**src/rtl/spi_pixel_deserializer_pkg.sv**
```systemverilog
// Shared types and constants for the SPI pixel deserializer.
package spi_pixel_deserializer_pkg;

  typedef enum logic [1:0] {
    IDLE,
    WAIT_FRAME,
    SHIFT,
    DROP
  } deser_state_t;

  localparam int unsigned FRAME_W           = 320;
  localparam int unsigned FRAME_H           = 240;
  localparam int unsigned DESER_WORD_W      = 8;
  // 1-bit pixels packed DESER_WORD_W per word
  localparam int unsigned DESER_FRAME_WORDS = FRAME_W * FRAME_H / DESER_WORD_W;

endpackage

```
**src/rtl/spi_pixel_deserializer_if.sv**
```systemverilog
// Bit-stream input, pixel-word output and error-flag bundle of the deserializer.
// Optional feature macro: SPI_DESER_WORD_ADDR_EN adds the word_addr sideband.
interface spi_pixel_deserializer_if
  import spi_pixel_deserializer_pkg::*;
#(
  parameter int unsigned WORD_W = DESER_WORD_W,
  parameter int unsigned ADDR_W = 14
);

  logic              cal_done;
  logic              SPI_cs_n;
  logic              bit_in;
  logic              bit_valid;
  logic [WORD_W-1:0] word_data;
  logic              word_sof;
  logic              word_valid;
  logic              word_ready;
  logic              overflow;
  logic              trunc_err;
  logic              err_clr;
`ifdef SPI_DESER_WORD_ADDR_EN
  logic [ADDR_W-1:0] word_addr;

  // Stimulus / consumer side
  modport master (
    output cal_done, SPI_cs_n, bit_in, bit_valid, word_ready, err_clr,
    input  word_data, word_sof, word_valid, overflow, trunc_err, word_addr
  );

  // Deserializer side
  modport slave (
    input  cal_done, SPI_cs_n, bit_in, bit_valid, word_ready, err_clr,
    output word_data, word_sof, word_valid, overflow, trunc_err, word_addr
  );
`else
  modport master (
    output cal_done, SPI_cs_n, bit_in, bit_valid, word_ready, err_clr,
    input  word_data, word_sof, word_valid, overflow, trunc_err
  );

  modport slave (
    input  cal_done, SPI_cs_n, bit_in, bit_valid, word_ready, err_clr,
    output word_data, word_sof, word_valid, overflow, trunc_err
  );
`endif

endinterface

```
**src/rtl/spi_pixel_deserializer_fifo.sv**
```systemverilog
// deser_fifo: single-clock first-word-fall-through FIFO. Full/empty come from
// pointers carrying one extra wrap bit. A push into a full FIFO is accepted
// only when a pop happens in the same cycle.
module deser_fifo #(
  parameter int unsigned DEPTH  = 4,
  parameter int unsigned DWIDTH = 9
) (
  input  logic              clk_i,
  input  logic              rst_i,
  input  logic              wr_en_i,
  input  logic [DWIDTH-1:0] wr_data_i,
  input  logic              rd_en_i,
  output logic [DWIDTH-1:0] rd_data_o,
  output logic              full_o,
  output logic              empty_o
);

  localparam int unsigned PtrW = $clog2(DEPTH);

  logic [PtrW:0]     wptr_q, wptr_d;
  logic [PtrW:0]     rptr_q, rptr_d;
  logic [DWIDTH-1:0] mem_q [DEPTH];
  logic              wr_ok, rd_ok;

  assign empty_o   = (wptr_q == rptr_q);
  assign full_o    = (wptr_q[PtrW] != rptr_q[PtrW]) &&
                     (wptr_q[PtrW-1:0] == rptr_q[PtrW-1:0]);
  assign rd_ok     = rd_en_i && !empty_o;
  assign wr_ok     = wr_en_i && (!full_o || rd_ok);
  assign rd_data_o = mem_q[rptr_q[PtrW-1:0]];

  // Pointer advance
  always_comb begin
    wptr_d = wptr_q;
    rptr_d = rptr_q;
    if (wr_ok) wptr_d = wptr_q + 1'b1;
    if (rd_ok) rptr_d = rptr_q + 1'b1;
  end

  // Pointer and storage registers; storage is cleared so the head reads 0 after reset
  always_ff @(posedge clk_i or posedge rst_i) begin
    if (rst_i) begin
      wptr_q <= '0;
      rptr_q <= '0;
      for (int i = 0; i < DEPTH; i++) mem_q[i] <= '0;
    end else begin
      wptr_q <= wptr_d;
      rptr_q <= rptr_d;
      if (wr_ok) mem_q[wptr_q[PtrW-1:0]] <= wr_data_i;
    end
  end

endmodule

```
**src/rtl/spi_pixel_deserializer.sv**
```systemverilog
// Frames the sampled serial stream by chip-select, packs bits MSB-first into
// pixel words, tags the first word of each frame and buffers words in a FWFT
// FIFO. Overflow and truncated words raise sticky flags cleared by err_clr.
// Optional feature macro: SPI_DESER_WORD_ADDR_EN adds a frame-relative word_addr.
module spi_pixel_deserializer
  import spi_pixel_deserializer_pkg::*;
#(
  parameter int unsigned WORD_W      = DESER_WORD_W,
  parameter int unsigned FIFO_DEPTH  = 4,
  parameter int unsigned FRAME_WORDS = DESER_FRAME_WORDS
) (
  input logic                     CLK_40,
  input logic                     reset,
  spi_pixel_deserializer_if.slave deser_io
);

  localparam int unsigned CntW = $clog2(WORD_W);

  if (FIFO_DEPTH < 2 || (FIFO_DEPTH & (FIFO_DEPTH - 1)) != 0) begin : g_bad_depth
    $error("FIFO_DEPTH must be a power of two and at least 2");
  end
  if (FRAME_WORDS < 2 || WORD_W < 2) begin : g_bad_frame
    $error("FRAME_WORDS and WORD_W must be at least 2");
  end

`ifdef SPI_DESER_WORD_ADDR_EN
  localparam int unsigned ADDR_W = $clog2(FRAME_WORDS);
  localparam int unsigned FifoW  = ADDR_W + 1 + WORD_W;
`else
  localparam int unsigned FifoW  = 1 + WORD_W;
`endif

  deser_state_t    state_q, state_d;
  logic            cs_q;
  logic [WORD_W-1:0] shreg_q, shreg_d;
  logic [CntW-1:0] bit_cnt_q, bit_cnt_d;
  logic            sof_pending_q, sof_pending_d;
  logic            overflow_q, overflow_d;
  logic            trunc_q, trunc_d;

  logic              push_req, ovf_set, trunc_set, frame_start;
  logic              fifo_full, fifo_empty, pop;
  logic [WORD_W-1:0] word_in;
  logic [FifoW-1:0]  fifo_wdata, fifo_rdata;

  assign word_in = {shreg_q[WORD_W-2:0], deser_io.bit_in};
  assign pop     = deser_io.word_ready && !fifo_empty;

  // FSM next state, shift register, bit counter and error flag updates
  always_comb begin
    state_d       = state_q;
    shreg_d       = shreg_q;
    bit_cnt_d     = bit_cnt_q;
    sof_pending_d = sof_pending_q;
    push_req      = 1'b0;
    ovf_set       = 1'b0;
    trunc_set     = 1'b0;
    frame_start   = 1'b0;

    unique case (state_q)
      IDLE: begin
        if (deser_io.cal_done) state_d = WAIT_FRAME;
      end
      WAIT_FRAME: begin
        // Only a genuine high-to-low transition starts a frame
        if (cs_q && !deser_io.SPI_cs_n) begin
          bit_cnt_d     = '0;
          sof_pending_d = 1'b1;
          frame_start   = 1'b1;
          state_d       = SHIFT;
        end
      end
      SHIFT: begin
        if (deser_io.SPI_cs_n) begin
          trunc_set = (bit_cnt_q != '0);
          bit_cnt_d = '0;
          state_d   = WAIT_FRAME;
        end else if (deser_io.bit_valid) begin
          shreg_d = word_in;
          if (bit_cnt_q == CntW'(WORD_W - 1)) begin
            push_req      = 1'b1;
            bit_cnt_d     = '0;
            sof_pending_d = 1'b0;
            if (fifo_full && !pop) begin
              ovf_set = 1'b1;
              state_d = DROP;
            end
          end else begin
            bit_cnt_d = bit_cnt_q + CntW'(1);
          end
        end
      end
      DROP: begin
        if (deser_io.SPI_cs_n) state_d = WAIT_FRAME;
      end
      default: state_d = IDLE;
    endcase

    // Losing calibration aborts framing from any state; buffered words survive
    if (!deser_io.cal_done) begin
      state_d   = IDLE;
      bit_cnt_d = '0;
    end
  end

  // Sticky flags: a new event beats a simultaneous clear
  assign overflow_d = (overflow_q && !deser_io.err_clr) || ovf_set;
  assign trunc_d    = (trunc_q && !deser_io.err_clr) || trunc_set;

  // State and datapath registers
  always_ff @(posedge CLK_40 or posedge reset) begin
    if (reset) begin
      state_q       <= IDLE;
      cs_q          <= 1'b0;
      shreg_q       <= '0;
      bit_cnt_q     <= '0;
      sof_pending_q <= 1'b0;
      overflow_q    <= 1'b0;
      trunc_q       <= 1'b0;
    end else begin
      state_q       <= state_d;
      cs_q          <= deser_io.SPI_cs_n;
      shreg_q       <= shreg_d;
      bit_cnt_q     <= bit_cnt_d;
      sof_pending_q <= sof_pending_d;
      overflow_q    <= overflow_d;
      trunc_q       <= trunc_d;
    end
  end

`ifdef SPI_DESER_WORD_ADDR_EN
  logic [ADDR_W-1:0] addr_q, addr_d;

  // Frame-relative word index; dropped words still consume an index
  always_comb begin
    addr_d = addr_q;
    if (frame_start) begin
      addr_d = '0;
    end else if (push_req) begin
      addr_d = (addr_q == ADDR_W'(FRAME_WORDS - 1)) ? '0 : addr_q + ADDR_W'(1);
    end
  end

  // Word index register
  always_ff @(posedge CLK_40 or posedge reset) begin
    if (reset) addr_q <= '0;
    else       addr_q <= addr_d;
  end

  assign fifo_wdata = {addr_q, sof_pending_q, word_in};
  assign {deser_io.word_addr, deser_io.word_sof, deser_io.word_data} = fifo_rdata;
`else
  assign fifo_wdata = {sof_pending_q, word_in};
  assign {deser_io.word_sof, deser_io.word_data} = fifo_rdata;
`endif

  deser_fifo #(
    .DEPTH (FIFO_DEPTH),
    .DWIDTH(FifoW)
  ) u_fifo (
    .clk_i    (CLK_40),
    .rst_i    (reset),
    .wr_en_i  (push_req && !ovf_set),
    .wr_data_i(fifo_wdata),
    .rd_en_i  (pop),
    .rd_data_o(fifo_rdata),
    .full_o   (fifo_full),
    .empty_o  (fifo_empty)
  );

  assign deser_io.word_valid = !fifo_empty;
  assign deser_io.overflow   = overflow_q;
  assign deser_io.trunc_err  = trunc_q;

endmodule

```
**src/flat_wrapper.sv**
```systemverilog
// flat-port wrapper written by rule: the top's interface ports become plain ports
module spi_pixel_deserializer_flat import spi_pixel_deserializer_pkg::*;
#(
  parameter int unsigned WORD_W      = DESER_WORD_W,
  parameter int unsigned FIFO_DEPTH  = 4,
  parameter int unsigned FRAME_WORDS = DESER_FRAME_WORDS
)
  (CLK_40, reset, deser_io_cal_done, deser_io_SPI_cs_n, deser_io_bit_in, deser_io_bit_valid, deser_io_word_ready, deser_io_err_clr, deser_io_word_data, deser_io_word_sof, deser_io_word_valid, deser_io_overflow, deser_io_trunc_err);
  spi_pixel_deserializer_if #(.WORD_W(WORD_W), .ADDR_W(($clog2((9600))))) deser_io_i ();
  input logic CLK_40;
  input logic reset;
  input wire logic [$bits(deser_io_i.cal_done)-1:0] deser_io_cal_done;
  input wire logic [$bits(deser_io_i.SPI_cs_n)-1:0] deser_io_SPI_cs_n;
  input wire logic [$bits(deser_io_i.bit_in)-1:0] deser_io_bit_in;
  input wire logic [$bits(deser_io_i.bit_valid)-1:0] deser_io_bit_valid;
  input wire logic [$bits(deser_io_i.word_ready)-1:0] deser_io_word_ready;
  input wire logic [$bits(deser_io_i.err_clr)-1:0] deser_io_err_clr;
  output wire logic [$bits(deser_io_i.word_data)-1:0] deser_io_word_data;
  output wire logic [$bits(deser_io_i.word_sof)-1:0] deser_io_word_sof;
  output wire logic [$bits(deser_io_i.word_valid)-1:0] deser_io_word_valid;
  output wire logic [$bits(deser_io_i.overflow)-1:0] deser_io_overflow;
  output wire logic [$bits(deser_io_i.trunc_err)-1:0] deser_io_trunc_err;
  assign deser_io_i.cal_done = deser_io_cal_done;
  assign deser_io_i.SPI_cs_n = deser_io_SPI_cs_n;
  assign deser_io_i.bit_in = deser_io_bit_in;
  assign deser_io_i.bit_valid = deser_io_bit_valid;
  assign deser_io_i.word_ready = deser_io_word_ready;
  assign deser_io_i.err_clr = deser_io_err_clr;
  assign deser_io_word_data = deser_io_i.word_data;
  assign deser_io_word_sof = deser_io_i.word_sof;
  assign deser_io_word_valid = deser_io_i.word_valid;
  assign deser_io_overflow = deser_io_i.overflow;
  assign deser_io_trunc_err = deser_io_i.trunc_err;
  spi_pixel_deserializer #(.WORD_W(WORD_W), .FIFO_DEPTH(FIFO_DEPTH), .FRAME_WORDS(FRAME_WORDS)) u_core (.CLK_40(CLK_40), .reset(reset), .deser_io(deser_io_i));
endmodule
```
**config.mk**
```make
export PLATFORM = sky130hd
export DESIGN_NAME = spi_pixel_deserializer_flat
export DESIGN_NICKNAME = d
export VERILOG_FILES = /design/src/rtl/spi_pixel_deserializer_pkg.sv /design/src/rtl/spi_pixel_deserializer_if.sv /design/src/rtl/spi_pixel_deserializer_fifo.sv /design/src/rtl/spi_pixel_deserializer.sv /design/src/flat_wrapper.sv
export SDC_FILE = /design/constraint.sdc
export NUM_CORES = 1
export LEC_CHECK = 0
export CAP_MARGIN = 10
export CORE_UTILIZATION = 63
export CTS_CLUSTER_DIAMETER = 60
export DETAILED_ROUTE_END_ITERATION = 8
export DONT_BUFFER_PORTS = 1
export PLACE_DENSITY = 0.8
export REMOVE_ABC_BUFFERS = 1
export SKIP_CTS_REPAIR_TIMING = 1
export SYNTH_ARGS = -nofsm -noshare
export SYNTH_HDL_FRONTEND = slang
export SYNTH_HIERARCHICAL = 1
export SYNTH_SLANG_ARGS = --single-unit
```
**constraint.sdc**
```tcl
create_clock -name CLK_40 -period 3.13 [get_ports CLK_40]
set_clock_uncertainty 0.15 [all_clocks]
set_input_delay 0.4695 -clock CLK_40 [delete_from_list [all_inputs] [get_ports CLK_40]]
set_output_delay 0.4695 -clock CLK_40 [all_outputs]
set_load 0.005 [all_outputs]
```
## Yosys cells after proc, flatten, opt, wreduce, memory -nomap -nowiden

Cells that the tools add are included.

| word-level totals | value |
|---|---|
| bits in registers | 58 |
| input bits | 8 |
| word-level logic and storage cells | 101 |

| cells by class | value |
|---|---|
| add/subtract/negate cells | 3 |
| magnitude comparators | 3 |
| equality and inequality tests | 17 |
| mux-type cells | 36 |
| bitwise operators | 3 |
| reductions and logical operators | 26 |

Operators with widths:

| kind | count |
|---|---|
| 36-bit bitwise mux | 1 |
| 9-bit 2-to-1 mux | 3 |
| 9-bit binary-select mux with 2-bit select | 1 |
| 9-bit demux with 2-bit select | 1 |
| 1-bit 2-to-1 mux | 15 |
| 3-bit 2-to-1 mux | 5 |
| 2-bit 2-to-1 mux | 7 |
| 1-bit logical AND | 10 |
| 5-bit AND reduction | 2 |
| 3-bit by 1-bit adder with 3-bit output, second input constant | 3 |
| 4-bit by 3-bit != test with 1-bit output, second input constant | 2 |
| 2-bit one-hot mux with 4 select lines | 1 |
| 3-bit greater-or-equal comparator, second input constant | 2 |
| 1-bit logical NOT | 6 |
| 2-bit NOT with 3-bit output | 2 |
| 3-bit one-hot mux with 2 select lines | 1 |
| 3-bit AND reduction | 2 |
| 2-bit == test, second input constant | 2 |
| 2-bit by 1-bit != test with 1-bit output, second input constant | 2 |
| 2-bit != test, second input constant | 2 |
| 4-bit != test, second input constant | 1 |
| 3-bit == test | 1 |
| 3-bit == test, second input constant | 1 |
| 1-bit logical OR | 3 |
| 12 further kinds | 12 |

## Logic depth before layout (Yosys ltp)

Gate-level depths: netlist of run 1.

| depth | value |
|---|---|
| depth in word-level cells | 13 |
| depth in mapped cells | 8 |
| mapped depth without buffers | 8 |

## Hierarchy

Netlist of run 1, hierarchy kept.

By module, submodules not included:

| module | times used | cells an instance | area each (um^2) | sequential area each (um^2) |
|---|---|---|---|---|
| deser_fifo | 1 | 121 | 2030.7 | 1051.0 |
| spi_pixel_deserializer | 1 | 82 | 898.4 | 400.4 |

## Worst setup path before layout of run 1

No wires, ideal clock.

| timing path | value |
|---|---|
| path kind | register -> register |
| start point | register u_core.u_fifo.wptr_q[0] |
| end point | register u_core/u_fifo/mem_q[0] (netlist bit) |
| arrival | 2366 ps |
| data required time | 2855 ps |
| setup slack | 490 ps |
| stages on the path, launching flop included | 8 |
| clock period less this slack | 2640 ps |
| cells stage by stage | dfrtp_1 xor2_2 nor3_1 nand2b_1 inv_1 clkbuf_2 o41ai_4 mux2_2 |

| on the way | value |
|---|---|
| word-level cells in the longest chain between the ends | 13 |
| elaborated cells on any way between the ends | 25 |
| those cells by class | 2 x order compare; 2 x eq/ne; 8 x mux; 1 x bitwise; 12 x reduce/logical |

RTL lines:

| what | RTL line | RTL |
|---|---|---|
| start: declaration | spi_pixel_deserializer_fifo.sv:20 | `logic [PtrW:0] wptr_q, wptr_d;` |
| start signal: assignment | spi_pixel_deserializer_fifo.sv:47 | `wptr_q <= wptr_d;` |
| 3-bit == test * | spi_pixel_deserializer_fifo.sv:25 | `assign empty_o = (wptr_q == rptr_q);` |
| via u_core.fifo_empty | spi_pixel_deserializer.sv:42 | `logic fifo_full, fifo_empty, pop;` |
| 1-bit logical NOT * | spi_pixel_deserializer.sv:47 | `assign pop = deser_io.word_ready && !fifo_empty;` |
| 1-bit logical AND * | spi_pixel_deserializer.sv:47 |  |
| via u_core.pop | spi_pixel_deserializer.sv:42 |  |
| 1-bit logical NOT | spi_pixel_deserializer.sv:84 | `if (fifo_full && !pop) begin` |
| 1-bit logical AND | spi_pixel_deserializer.sv:84 |  |
| 1-bit 2-to-1 mux | spi_pixel_deserializer.sv:84 |  |
| 1-bit 2-to-1 mux | spi_pixel_deserializer.sv:80 | `if (bit_cnt_q == CntW'(WORD_W - 1)) begin` |
| 1-bit 2-to-1 mux | spi_pixel_deserializer.sv:78 | `end else if (deser_io.bit_valid) begin` |
| 1-bit 2-to-1 mux | spi_pixel_deserializer.sv:74 | `if (deser_io.SPI_cs_n) begin` |
| 1-bit 2-to-1 mux | spi_pixel_deserializer.sv:60 | `unique case (state_q)` |
| 1-bit logical NOT | spi_pixel_deserializer.sv:163 | `.wr_en_i (push_req && !ovf_set),` |
| 1-bit logical AND | spi_pixel_deserializer.sv:163 |  |
| 1-bit logical AND * | spi_pixel_deserializer_fifo.sv:29 | `assign wr_ok = wr_en_i && (!full_o \|\| rd_ok);` |
| end signal: indexed assignment | spi_pixel_deserializer_fifo.sv:49 | `if (wr_ok) mem_q[wptr_q[PtrW-1:0]] <= wr_data_i;` |
| end: declaration | spi_pixel_deserializer_fifo.sv:22 | `logic [DWIDTH-1:0] mem_q [DEPTH];` |

The timed path passes the listed nets; every way through them passes the cells marked *.
A chain may end at the register's enable or synchronous reset.

## Worst setup path after layout of run 1

| timing path | value |
|---|---|
| start point | register u_core.u_fifo.wptr_q[1] |
| end point | register u_core/u_fifo/mem_q[13] (netlist bit) |

Same word-level chain as after synthesis.

==> results.cfg, run 1 <==
[finish]
post-route-util = 0.737
syn2layout_area_growth_pct = 11.1
n_antenna_cell = 0
nNetsFinal = 239
stdcell_area_um2 = 3250
final_cell_mix = 58 x dfrtp_1, 45 x mux2_2, 16 x inv_1
drive_above_1_share = 0.390
final_common_cell = dfrtp_1
fill_cells = 294

[timing]
min_period_ns = 2.83
slew_headroom = 0.430
fin_crit_sh = 0.905
worst_slack_ns = 0.297
fin_hold_ws_ns = -0.0351
hold_viol = 42
maxSlewViolCount = 0
setup_viol = 0
final.setup.tns_ns = 0
fmax_ghz = 0.353
tightest_slew_ns = 0.852
rsz0062_at_grt = no

[synthesis]
ys_warn_count = 6
synth_seq_cells = 58
netlist_top_cells_area = dfrtp_1 50%, mux2_2 17%, mux4_2 6.9%
synth_top_area_frac = 0.496
synthArstFlopShare = 1.00
seq_area_frac_synth = 0.496
netlist_instances = 203
synth_area_um2 = 2930
synth_top_area_cell = dfrtp_1
synth_area_per_cell_um2 = 14.4
synth.distinct_cells = 40
synth-main-ff-cell = dfrtp_1
synth-edff-count = 0

[hold_path]
worst_hold_path_type = in2async

[power]
pwr-share-clk = 0.443
peakVddDrop_v = 0.000427
intPower_mw = 1.28
switchingPower_uw = 415
p_comb_frac = 0.085
p_leak_nw = 1.59
fin_total_pwr_mw = 1.70
power_density_nw_per_um2 = 521
pwr-share-seq = 0.471
switching_share = 0.245

[clock_tree]
cts_buffers = 9
root_buffer = clkbuf_8
clockBufferDepth = 2
cts_tree = yes
h-tree-depth = 3
clkTransAtPathRegs_ns = 0.07
clk_latency_ns = 0.34
cts_sinks = 58

[global_route]
overflow = 0
antenna_found_initial = 0
grt_max_degree = 43
grt_pass1_vias = 1802
grt_usage = 0.261
grt_pass1_wl_um = 9310

[route]
drt_iter0_markers = 100
firstDrtPassIters = 4
via_count = 1709
wl_um = 5440
viasPerCell = 6.21
drtAntennaViolNets = 0
wl_per_cell_um = 19.8
drc = 0

[run]
drv_cap = 0

[setup_path]
crit_chain = xor2_2 > nor3_1 > nand2b_1 > inv_1 > o41ai_4 > buf_4 > mux2_2
cp.arrival_ns = 2.91
r2r.worst_path.cells = 7
critPathCaptureType = flop
critPathBufInv = 2
crit_fanout = 9
worstPathRequired_ns = 3.20
critical_path_class = reg2reg
slowest_delay_ns = 0.57
cp_slowest_cell = o41ai_4
crit_cells = 7
worstSetupStartpointType = flop
path_delay_family = compound AO/OA/AOI/OAI gates

[floorplanning]
core_um2 = 4410
io_pins = 20
die_area_um2 = 4930
start_util = 0.664
die_w_um = 70.2
rows = 24
die_y_um = 70.2

[placement]
gp_congestion = 0.844
post_dp_cell_area_um2 = 3030
dp_hpwl_um = 3740
portBuffers = 0
post-place-ws_ns = 0.183

[outcome]
outcome = finished, violations left
violations = hold timing
-- power groups by stage --
stage / registers, mW / logic (mW) / clock network, mW
final: 0.799 / 0.145 / 0.752
after floorplan: 0.805 / 0.117 / 0
after global routing: 0.804 / 0.164 / 0.809
after global placement: 0.810 / 0.136 / 0
after CTS: 0.799 / 0.145 / 0.766
after detailed placement: 0.813 / 0.145 / 0
-- synth_stat cells, drive strengths merged, types with 2 or more instances --
library cell   n
dfrtp         58
mux2          46
inv           16
ha            13
mux4           9
and2           5
nand2          5
o41ai          5
xnor2          5
a21oi          4
nand2b         4
o211ai         3
xor2           3
a32oi          2
buf            2
nand3b         2
nor2b          2
nor3           2
o21ai          2
-- final cells by class --
cell class                 count  area, um2  share of cell area
timing repair buffer           7       55.1              0.0169
tap                           52       65.1              0.0200
clock inverter                 7       93.8              0.0288
sequential                    58       1450               0.446
inverter                      16       60.1              0.0185
multi-input combinational    126       1410               0.432
clock buffer                   9        124              0.0381
-- cells by family after synthesis --
group	after synthesis	share of synthesized area
compound gates	26	0.0961
xor+xnor	8	0.0316
fa+ha+maj	13	0.0555
buf+inv	19	0.0248
flops	58	0.496
mux	55	0.246
simple gates	24	0.0504
-- per-stage QoR --
stage,hold slack (ns),cells
after floorplan,0.233,200
after global placement,0.319,258
after detailed placement,0.343,258
after CTS,-0.0262,274
after global routing,0.00142,275
final,-0.0351,275
-- path summary, 6_finish.rpt --
path                                         startpoint                   endpoint  slack [ns]
worst min register to register   u_core/u_fifo/mem_q[6]     u_core/u_fifo/mem_q[6]        0.36
worst min-delay path                              reset          u_core/shreg_q[3]       -0.04
worst max-delay path            u_core/u_fifo/wptr_q[1]    u_core/u_fifo/mem_q[13]        0.30
min in group CLK_40                    deser_io_err_clr  u_core/deser_io.trunc_err        0.08
max in group asynchronous                         reset          u_core/state_q[0]        2.41
worst max register to register  u_core/u_fifo/wptr_q[1]    u_core/u_fifo/mem_q[13]        0.30
-- metal layers --
metal / routed length (um) / track usage / part of all wire
met5: 0 / 0 / 0
met4: 131 / 0.136 / 0.024
met3: 226 / 0.0678 / 0.042
met2: 2670 / 0.390 / 0.49
met1: 2410 / 0.356 / 0.44
-- worst reg2reg max path: stages, from the launching register on --
cell and delay [ns]:
dfrtp_1 0.45, xor2_2 0.27, nor3_1 0.27, nand2b_1 0.20
inv_1 0.21, o41ai_4 0.57, buf_4 0.24, mux2_2 0.34
-- flip-flops by register name (all words and copies together) (netlist names) --
name and flops:
u_core/bit_cnt_q 3, u_core/state_q 2, u_core/u_fifo/mem_q 36, u_core/sof_pending_q 1
u_core/shreg_q 7, u_core/u_fifo/rptr_q 3, u_core/cs_q 1, u_core/deser_io.trunc_err 1
u_core/u_fifo/wptr_q 3, u_core/deser_io.overflow 1
No activity file was read; power rests on OpenSTA's default activity.
==> run 2, diff against run 1 <==
Settings changed: ABC_CLOCK_PERIOD_IN_PS set to 3560, CORE_MARGIN set to 2, CORE_UTILIZATION 63 to 65, PLACE_DENSITY 0.8 to 0.82.
Clock period 3.13 ns to 3.56 ns, I/O delays scaled along.
==> run 2 against run 1 <==
  * The flow now finishes without violations
  * Critical endpoint is now u_core/u_fifo/mem_q[15]
  * Wire length is 2.8% higher
  * Hold slack better by 0.066 ns
  * Critical path depth is 1 lower
  * Via count is 1.1% higher
==> results.cfg, run 2 (synthesis gave the netlist of run 1 again) <==
[setup_path]
worstPathRequired_ns = 3.62
critical_path_class = reg2reg
critPathCaptureType = flop
crit-reg2reg-launch = u_core/u_fifo/wptr_q[0]
crit_fanout = 9
cp.arrival_ns = 3.06
worstSetupStartpointType = flop
startpoint = u_core/u_fifo/wptr_q[0]

[global_route]
grt_usage = 0.254
grt_pass1_wl_um = 9470
overflow = 0
grt_max_degree = 26
grt_pass1_vias = 1870
antenna_found_initial = 0

[placement]
gp_congestion = 0.776
portBuffers = 0
dp_hpwl_um = 3700

[finish]
drive_above_1_share = 0.379
final_common_cell = dfrtp_1
nNetsFinal = 235
final_cell_mix = 58 x dfrtp_1, 45 x mux2_2, 16 x inv_1
regMostFlops = u_core/u_fifo/mem_q
n_antenna_cell = 0
syn2layout_area_growth_pct = 9.23
largest_reg_flops = 36
largest_registers = u_core/u_fifo/mem_q (36), u_core/shreg_q (7)
post-route-util = 0.735

[power]
p_leak_nw = 1.57
fin_total_pwr_mw = 1.43
power_density_nw_per_um2 = 446
peakVddDrop_v = 0.000329

[timing]
slew_headroom = 0.368
tightest_slew_ns = 0.947
fmax_ghz = 0.334
rsz0062_at_grt = no
min_period_ns = 3.00
setup_viol = 0
hold_viol = 0
fin_crit_sh = 0.842
final.setup.tns_ns = 0
maxSlewViolCount = 0

[floorplanning]
die_y_um = 71.1
die_w_um = 71.1
core_um2 = 4350
io_pins = 20
start_util = 0.673
die_area_um2 = 5060
rows = 24

[hold_path]
worst_hold_path_type = in2async

[route]
firstDrtPassIters = 4
via_count = 1727
viasPerCell = 6.37
drt_iter0_markers = 83
drtAntennaViolNets = 0
wl_um = 5590
drc = 0
wl_per_cell_um = 20.6

[run]
drv_cap = 0

[outcome]
outcome = complete, no violations

[clock_tree]
root_buffer = clkbuf_8
clkTransAtPathRegs_ns = 0.07
h-tree-depth = 3
cts_sinks = 58
clockBufferDepth = 2
cts_buffers = 9
clk_latency_ns = 0.34
cts_tree = yes
run 2: cell types whose count changed in the layout (fill, tap and decap cells not counted), sizes merged:
cell,before,now
bufinv,2,1
clkinv,3,4
clkbuf,9,11
buf,6,3
clkinvlp,2,0
dlygate4sd3,1,0
run 2: report_power, final:
part | leakage (nW) | internal, mW | switching (mW) | total, mW
clock network | 0.103 | 0.340 | 0.251 | 0.591
logic | 0.666 | 0.0558 | 0.0745 | 0.130
registers | 0.800 | 0.679 | 0.0262 | 0.705
total | 1.57 | 1.07 | 0.352 | 1.43
run 2: worst paths after layout:
check,cells after the start,to,slack (ns)
worst max-delay path,6,u_core/u_fifo/mem_q[15],0.56
worst min-delay path,1,u_core/shreg_q[0],0.03
worst max register to register,6,u_core/u_fifo/mem_q[15],0.56
worst min register to register,1,u_core/u_fifo/mem_q[25],0.35
max in group asynchronous,2,u_core/u_fifo/mem_q[19],2.32
min in group CLK_40,0,u_core/cs_q,0.08
run 2: metal layers:
metal  track usage  routed length, um
met1         0.328               2400
met2         0.397               2800
met3        0.0883                304
met4         0.107                 85
met5             0                  0
run 2: area by class of cell:
cell class	count	area [um2]
Sequential cell	58	1450
Clock inverter	5	53.8
Inverter	16	60.1
Multi-Input combinational cell	126	1410
Clock buffer	11	141
Fill cell	282	1150
Tap cell	52	65.1
Timing Repair Buffer	3	22.5
run 2: stage by stage:
stage	setup WS (ns)	instance area (um2)	hold slack, ns	std cells
after floorplan	0.687	2920	0.298	200
after global placement	0.711	3000	0.332	255
after detailed placement	0.578	3000	0.338	255
after CTS	0.557	3200	0.0229	271
after global routing	0.406	3200	0.0467	271
final	0.563	3200	0.0308	271
run 2: critical path, cell delays in order (launching register included):
cell      delay (ns)
dfrtp_1         0.46
xor2_2          0.27
nor3_1          0.27
nand2b_1        0.21
inv_1           0.22
o41ai_4         0.87
mux2_2          0.43
==> run 3, diff against run 2 <==
Settings changed: ABC_CLOCK_PERIOD_IN_PS 3560 to 2400, CORE_UTILIZATION 65 to 57, PLACE_DENSITY 0.82 to 0.76.
Clock period 3.56 ns to 2.4 ns, I/O delays scaled along.
==> run 3 against run 2 <==
  * Global-route usage decreased by 4.2 points
  * First-iteration DRC count rose by 8.4%
  * Register-to-register slack worse by 0.51 ns
  * Via count rose by 3.5%
  * Sequential share of layout area down 5.0 points
  * Critical path type unchanged
  * Critical endpoint is now u_core/u_fifo/mem_q[19]
  * Largest cell class is now multi-input combinational cells
  * Highest routed layer unchanged
==> results.cfg, run 3 (synthesis gave the netlist of run 1 again) <==
[finish]
stdcell_count = 312
largest_registers = u_core/u_fifo/mem_q (36), u_core/shreg_q (7)
drive_above_1_share = 0.459
regMostFlops = u_core/u_fifo/mem_q
n_antenna_cell = 0
post-route-util = 0.712
final_common_cell = dfrtp_1
largest_reg_flops = 36
final_cell_mix = 58 x dfrtp_1, 28 x mux2_4, 21 x buf_4
nNetsFinal = 258
syn2layout_area_growth_pct = 22.6

[run]
drv_cap = 0

[global_route]
grt_max_degree = 43
overflow = 0
grt_usage = 0.213
grt_pass1_vias = 1868
grt_pass1_wl_um = 8690
antenna_found_initial = 0

[floorplanning]
io_pins = 20
die_area_um2 = 5730
start_util = 0.581
rows = 26
die_w_um = 75.7
die_y_um = 75.7
core_um2 = 5040

[clock_tree]
cts_sinks = 58
cts_tree = yes
clockBufferDepth = 2
cts_buffers = 9
root_buffer = clkbuf_8
clkTransAtPathRegs_ns = 0.07
clk_latency_ns = 0.33
h-tree-depth = 3

[placement]
post-place-ws_ns = -0.0456
gp_congestion = 0.844
portBuffers = 0
dp_hpwl_um = 4050
dp_cells = 292

[setup_path]
path_delay_family = buffers and inverters
critical_path_class = reg2reg
crit_end = u_core/u_fifo/mem_q[19]
r2r.worst_path.cells = 7
crit_fanout = 7
worstReg2RegEnd = u_core/u_fifo/mem_q[19]
cp_slowest_cell = dfrtp_1
worstPathRequired_ns = 2.47
cp.arrival_ns = 2.41
worstSetupStartpointType = flop
crit_chain = xor2_2 > nor3_2 > nand2b_4 > clkinvlp_4 > o41ai_4 > buf_4 > mux2_2
crit-reg2reg-launch = u_core/u_fifo/wptr_q[1]
crit_cells = 7
slowest_delay_ns = 0.41
critPathBufInv = 2
critPathCaptureType = flop
startpoint = u_core/u_fifo/wptr_q[1]
r2r_slack_ns = 0.05

[timing]
rsz0062_at_grt = yes
slew_headroom = 0.525
maxSlewViolCount = 0
tightest_slew_ns = 0.711
worst_slack_ns = 0.0544
fin_crit_sh = 0.977
min_period_ns = 2.35
final.setup.tns_ns = 0
setup_viol = 0
hold_viol = 0
fmax_ghz = 0.426

[power]
peakVddDrop_v = 0.000497
power_density_nw_per_um2 = 626
p_leak_nw = 1.79

[route]
viasPerCell = 5.73
drc = 0
firstDrtPassIters = 4
wl_per_cell_um = 18.6
drtAntennaViolNets = 0
via_count = 1788
wl_um = 5800
drt_iter0_markers = 90

[outcome]
outcome = complete, no violations

[hold_path]
worst_hold_path_type = in2reg
hold_path_depth = 1
==> run 3: changes by cell type in the layout (fill, tap and decap cells not counted), moves of 3 or more <==
| cell | change |
|---|---|
| buf_4 | +18 |
| clkinv_2 | -3 |
| clkinvlp_4 | +3 |
| dlygate4sd3_1 | +3 |
| mux2_2 | -28 |
| mux2_4 | +28 |
==> run 3: power by group <==
group          internal [mW]  total [mW]  switching (mW)
Combinational         0.0911       0.201           0.110
Sequential              1.01        1.05          0.0435
Clock                  0.592       0.998           0.406
Total                   1.69        2.25           0.559
==> run 3: cell type report <==
class | instances | area [um2]
Multi-Input combinational cell | 126 | 1550
Inverter | 16 | 63.8
Tap cell | 70 | 87.6
Clock inverter | 7 | 101
Clock buffer | 9 | 124
Sequential cell | 58 | 1450
Timing Repair Buffer | 26 | 210
Fill cell | 331 | 1450
==> run 3: through the flow <==
stage / area [um2] / power (mW) / hold WS, ns
2_1_floorplan: 2920 / 1.20 / 0.124
3_3_place_gp: 3170 / 1.24 / 0.227
3_5_place_dp: 3170 / 1.26 / 0.242
4_1_cts: 3390 / 2.27 / -0.110
5_1_grt: 3590 / 2.35 / 0.00551
6_report: 3590 / 2.25 / 0.0220
==> run 3: routing by layer <==
layer | track usage | vias up | share of wire
li1 | - | 819 | -
met1 | 0.233 | 916 | 0.42
met2 | 0.374 | 35 | 0.52
met3 | 0.0503 | 18 | 0.037
met4 | 0.127 | 0 | 0.024
met5 | 0 | - | 0
==> run 3: worst min path at each step <==
stage | start | endpoint | slack (ns)
floorplan | reset | u_core/bit_cnt_q[0] | 0.12
global placement | reset | u_core/shreg_q[0] | 0.23
detailed placement | deser_io_SPI_cs_n | u_core/cs_q | 0.24
CTS | reset | u_core/shreg_q[4] | -0.11
global route | deser_io_cal_done | u_core/bit_cnt_q[2] | 0.006
finish | deser_io_cal_done | u_core/bit_cnt_q[2] | 0.02
